--- src/rtl/fifo_bank.sv ---
// Bank of NUM_CH independent first-word-fall-through FIFOs with per-channel count and almost flags.
// Define FIFO_BANK_OVF_FLAG_EN to add the sticky per-channel ovf output.
module fifo_bank #(
  parameter int WORD_WIDTH = 8,
  parameter int DEPTH      = 16,
  parameter int NUM_CH     = 4,
  parameter int AF_THRESH  = DEPTH - 2,
  parameter int AE_THRESH  = 2,
  localparam int PTR_W     = $clog2(DEPTH),
  localparam int CNT_W     = PTR_W + 1
) (
  input  logic                         clk,
  input  logic                         reset_n,
  input  logic                         clear,
  input  logic [NUM_CH-1:0]            in_valid,
  output logic [NUM_CH-1:0]            in_ready,
  input  logic [NUM_CH*WORD_WIDTH-1:0] in_data,
  output logic [NUM_CH-1:0]            out_valid,
  input  logic [NUM_CH-1:0]            out_ready,
  output logic [NUM_CH*WORD_WIDTH-1:0] out_data,
  output logic [NUM_CH*CNT_W-1:0]      count,
  output logic [NUM_CH-1:0]            almost_full,
`ifdef FIFO_BANK_OVF_FLAG_EN
  output logic [NUM_CH-1:0]            almost_empty,
  output logic [NUM_CH-1:0]            ovf
`else
  output logic [NUM_CH-1:0]            almost_empty
`endif
);

  for (genvar c = 0; c < NUM_CH; c++) begin : g_ch
    logic [CNT_W-1:0]      wr_ptr_q, wr_ptr_d;
    logic [CNT_W-1:0]      rd_ptr_q, rd_ptr_d;
    logic [WORD_WIDTH-1:0] mem_q [DEPTH];
    logic [CNT_W-1:0]      cnt;
    logic                  full, empty, push, pop;

    // Pointer MSB is the wrap phase: equal indices with differing phase means full.
    assign full  = (wr_ptr_q[PTR_W] != rd_ptr_q[PTR_W]) &&
                   (wr_ptr_q[PTR_W-1:0] == rd_ptr_q[PTR_W-1:0]);
    assign empty = (wr_ptr_q == rd_ptr_q);
    assign cnt   = wr_ptr_q - rd_ptr_q;

    assign in_ready[c]  = !full && !clear;
    assign out_valid[c] = !empty && !clear;
    assign push         = in_valid[c] && in_ready[c];
    assign pop          = out_valid[c] && out_ready[c];

    assign count[c*CNT_W +: CNT_W]                = cnt;
    assign almost_full[c]                         = (cnt >= CNT_W'(AF_THRESH));
    assign almost_empty[c]                        = (cnt <= CNT_W'(AE_THRESH));
    assign out_data[c*WORD_WIDTH +: WORD_WIDTH]   = mem_q[rd_ptr_q[PTR_W-1:0]];

    always_comb begin
      wr_ptr_d = wr_ptr_q;
      rd_ptr_d = rd_ptr_q;
      if (clear) begin
        wr_ptr_d = '0;
        rd_ptr_d = '0;
      end else begin
        if (push) wr_ptr_d = wr_ptr_q + CNT_W'(1);
        if (pop)  rd_ptr_d = rd_ptr_q + CNT_W'(1);
      end
    end

    always_ff @(posedge clk or negedge reset_n) begin
      if (!reset_n) begin
        wr_ptr_q <= '0;
        rd_ptr_q <= '0;
      end else begin
        wr_ptr_q <= wr_ptr_d;
        rd_ptr_q <= rd_ptr_d;
      end
    end

    // Storage carries data only, so it is left out of reset.
    always_ff @(posedge clk) begin
      if (push) mem_q[wr_ptr_q[PTR_W-1:0]] <= in_data[c*WORD_WIDTH +: WORD_WIDTH];
    end

`ifdef FIFO_BANK_OVF_FLAG_EN
    logic ovf_q, ovf_d;

    always_comb begin
      ovf_d = ovf_q;
      if (clear)                  ovf_d = 1'b0;
      else if (in_valid[c] && full) ovf_d = 1'b1;
    end

    always_ff @(posedge clk or negedge reset_n) begin
      if (!reset_n) ovf_q <= 1'b0;
      else          ovf_q <= ovf_d;
    end

    assign ovf[c] = ovf_q;
`endif
  end

endmodule

--- config.mk ---
export PLATFORM = sky130hd
export DESIGN_NAME = fifo_bank
export DESIGN_NICKNAME = d
export VERILOG_FILES = /design/src/rtl/fifo_bank.sv
export SDC_FILE = /design/constraint.sdc
export NUM_CORES = 1
export LEC_CHECK = 0
export ABC_AREA = 1
export CORE_UTILIZATION = 49
export DETAILED_ROUTE_END_ITERATION = 10
export PLACE_DENSITY = 0.69
export SYNTH_ARGS = -nofsm -noshare
export SYNTH_HDL_FRONTEND = slang
export SYNTH_SLANG_ARGS = --single-unit
export TNS_END_PERCENT = 5
--- constraint.sdc ---
create_clock -name clk -period 2.7 [get_ports clk]
set_input_delay 0.27 -clock clk [delete_from_list [all_inputs] [get_ports clk]]
set_output_delay 0.27 -clock clk [all_outputs]
set_load 0.02 [all_outputs]
==> insert_results.sql <==
INSERT INTO impl_metrics (metric_group, metric, value, unit) VALUES
('floorplan', 'placeableCoreArea', '0.0515', 'sq mm'),
('floorplan', 'die_x', '231', 'um'),
('drt', 'drc', '0', ''),
('place', 'port-buffer-count', '110', ''),
('drt', 'detail_route.vias_per_cell', '5.14', ''),
('place', 'dpl_ws', '58.9', 'ps'),
('power', 'finalPower', '22.0', 'mW'),
('sta', 'max-slew-margin-rel', '20.5', '%'),
('clocking', 'cts_made_buffers', '57', ''),
('global_route', 'grt_antenna_before_repair', '2', ''),
('status', 'run_status', 'finished, violations left', ''),
('job', 'drv_cap', '0', ''),
('yosys', 'synth_cell_types', '33', ''),
('layout', 'final_net_count', '2896', ''),
('power', 'power_switching_share', '28.6', '%'),
('worst_setup_path', 'class_of_the_most_critical_setup_path', 'flop to output pin', ''),
('clocking', 'clkSinkCount', '552', ''),
('worst_setup_path', 'worst_ep_arrival_time', '2470', 'ps'),
('clocking', 'max-clock-path-buffers', '3', ''),
('yosys', 'postSynthCellCount', '2613', ''),
('power', 'vdd.ir_drop.worst', '0.628', 'mV'),
('worst_setup_path', 'cp_max_fo', '43', ''),
('worst_setup_path', 'timing.critical_path.mode_cell', 'nand3_1', ''),
('yosys', 'synth_warn', '0', ''),
('worst_setup_path', 'cp-start-kind', 'flop', ''),
('yosys', 'yosys.area.top_type_share', '60.0', '%'),
('yosys', 'synth_area_per_cell', '9.81', 'sq um'),
('worst_setup_path', 'required', '2430', 'ps'),
('clocking', 'clock_tree_from_tritoncts', 'built', ''),
('floorplan', 'floorplan.die_area', '0.0532', 'sq mm'),
('sta', 'period_minus_slack', '2740', 'ps'),
('floorplan', 'boundaryPins', '111', ''),
('global_route', 'groute.usage.overall', '22.7', '%'),
('power', 'power.density_cell_area', '727', 'mW/mm^2'),
('yosys', 'largest_cells_by_area_after_synthesis', 'edfxtp_1 (60%), nand2_1 (11%), nand3_1 (7.8%)', ''),
('yosys', 'post_synth_design_cell_area', '0.0256', 'sq mm'),
('drt', 'first_pass_iters', '6', ''),
('layout', 'area.growth.synth_to_final', '17.9', '%'),
('sta', 'fin_tns_setup', '-183', 'ps'),
('worst_setup_path', 'path_cells', 'buf_16 -> inv_1 -> buf_6 -> nand2_1 -> nand3_1 -> nand3_1 -> nand3_1 -> nand2_1 -> dlygate4sd2_1', ''),
('power', 'sequentialPowerShare', '43.2', '%'),
('worst_setup_path', 'cell_at_the_slowest_stage_of_the_critical_path', 'dfrtp_2', ''),
('clocking', 'clk_pin_slew_worst_paths', '60', 'ps'),
('power', 'power_switching', '6.30', 'mW'),
('sta', 'achievable-frequency', '365', 'MHz'),
('sta', 'final.setup_skew', '17.5', 'ps'),
('sta', 'worst_pin_slew', '1180', 'ps'),
('worst_setup_path', 'crit_path_max_incr_delay', '440', 'ps'),
('global_route', 'via_count_of_the_first_global_routing_pass', '17654', ''),
('drt', 'detailroute.via_count', '18232', ''),
('worst_hold_path', 'hold_path.class', 'primary input to flop', ''),
('worst_setup_path', 'cp-end-kind', 'output pin', ''),
('yosys', 'sequential_area_share_after_synthesis', '63.9', '%'),
('power', 'pwr-share-comb', '20.9', '%'),
('sta', 'post-route-worst-setup-slack', '-43.2', 'ps'),
('clocking', 'cts.htree.levels', '2', ''),
('drt', 'dr.first_iter.drc_count', '1484', ''),
('sta', 'rsz0062_at_grt', 'true', ''),
('power', 'intPower', '15.7', 'mW'),
('layout', 'post_route_cells_drive_above_1_share', '12.0', '%'),
('status', 'violations_in_the_final_reports', 'setup timing', ''),
('drt', 'drt.antenna.violating_nets', '0', ''),
('power', 'clockPowerShare', '35.8', '%'),
('sta', 'final_max_slew_viol_count', '0', ''),
('worst_setup_path', 'critical-path-top-delay-family', 'buffers and inverters', ''),
('clocking', 'clk_root_buffer_cell', 'clkbuf_16', ''),
('global_route', 'grt_first_pass_wirelength', '95200', 'um'),
('drt', 'routed_wirelength', '60000', 'um'),
('sta', 'setup_viol', '11', ''),
('power', 'leakagePower', '13.2', 'nW'),
('clocking', 'clk_latency', '610', 'ps');
power groups by stage:
stage | registers, mW | logic, mW | clock network, mW
finish | 9.51 | 4.60 | 7.88
global route | 9.52 | 5.05 | 8.35
CTS | 9.51 | 4.52 | 8.02
detailed placement | 9.68 | 4.53 | 0
global placement | 9.68 | 4.46 | 0
floorplan | 9.68 | 2.69 | 0
cell usage after synthesis (all sizes together):
cell    count
nand3     406
ha         36
or2        16
dfrtp      40
nor2       72
o21bai      3
edfxtp    512
buf        86
nand3b      3
a21oi      32
nand4      31
xor2       15
fa          4
nor3       60
nand2     779
clkbuf     27
o211ai     16
o21ai      16
clkinv      6
inv       453
cells in the final DEF, fill, tap and decap left out, types with 6 or more instances in the layout:
cell type and count:
nand2_2 8, inv_2 11, a21oi_2 15, clkbuf_1 11
dfrtp_1 35, buf_12 8, inv_1 438, xor2_1 11
clkdlybuf4s50_1 46, o21ai_1 7, clkbuf_2 11, nand3_1 401
nand2_1 771, a21oi_1 16, or2_2 14, ha_1 33
buf_4 135, clkinv_2 15, nor2_1 65, bufinv_16 6
edfxtp_1 512, clkbuf_16 60, nor3_1 59, nand4_1 31
o21ai_0 9, clkinvlp_4 6, clkinv_1 13, o211ai_1 16
dlygate4sd2_1 31
worst register-to-register path: cells and delay by family, from the launching register on:
family / cells / cell delay [ps]
adders and majority gates: 1 / 300
buffers and inverters: 1 / 80
DFF: 1 / 390
and+or+nand+nor: 5 / 1300
cell type report:
class                   instances  area (sq um)
diodes                          2          5.00
clock inverters                37           352
fillers                      4239         21300
inverters                     459          1740
well taps                     680           851
repair buffers                254          2260
clock buffers                  71          1530
multi-input cells            1489          7110
flip-flops and latches        552         16400
logic make-up (layout without fill, tap and decap cells):
group	after synthesis	after routing	share of synthesized area, %
other	0	2	0
xor gates and xnor gates	15	15	0.512
and+or+nand+nor	1367	1367	23.0
DFF	552	552	63.9
adders and majority gates	40	40	2.07
AOI/OAI and AO/OA	67	67	1.61
buffers and inverters	572	821	8.92
state kept, by name, summed over array words and instances, names as in the netlist:
name / cells
g_ch.rd_ptr_q: 20
g_ch.mem_q: 512
g_ch.wr_ptr_q: 20
routing by layer:
layer / vias to the layer above / GRT usage, % / share of wire, %
met5: - / 0 / 0
met4: 0 / 6.62 / 2.3
met3: 99 / 2.96 / 5.7
met2: 564 / 37.8 / 49
met1: 8652 / 31.3 / 43
li1: 8917 / - / -
stage by stage:
| stage | instance area [sq um] | utilization [%] | hold WS (ps) | instances |
|---|---|---|---|---|
| 2_1_floorplan | 25600 | - | -25.6 | 2613 |
| 3_5_place_dp | 28100 | 54.6 | 510 | 3425 |
| 3_3_place_gp | 28100 | 54.6 | 505 | 3425 |
| 5_1_grt | 30200 | 58.7 | 415 | 3544 |
| 4_1_cts | 30100 | 58.5 | 374 | 3538 |
| 6_report | 30200 | 58.7 | 397 | 3544 |
what timing repair did:
action,CTS,global route
pin swaps,3,5
setup buffers,3,3
gates resized for setup,135,56
hold buffers,1,0
cloned,1,1
hold endpoints to repair,40,0
endpoints found under the setup margin,63,58
path summary, 6_finish.rpt:
check / startpoint / end / slack, ps / cells after the start
worst max-delay path: g_ch[0].rd_ptr_q[0]$_DFFE_PN0P_ / out_data[4] / -40 / 9
worst min-delay path: out_ready[0] / g_ch[0].rd_ptr_q[2]$_DFFE_PN0P_ / 400 / 3
worst max register to register: g_ch[3].rd_ptr_q[1]$_DFFE_PN0P_ / g_ch[3].mem_q[6][3]$_DFFE_PP_ / 240 / 7
worst min register to register: g_ch[2].rd_ptr_q[3]$_DFFE_PN0P_ / g_ch[2].rd_ptr_q[3]$_DFFE_PN0P_ / 580 / 2
max in group asynchronous: reset_n / g_ch[2].rd_ptr_q[0]$_DFFE_PN0P_ / 1510 / 2
min in group asynchronous: reset_n / g_ch[1].wr_ptr_q[0]$_DFFE_PN0P_ / 470 / 2
(Power assumes the default switching activity.)
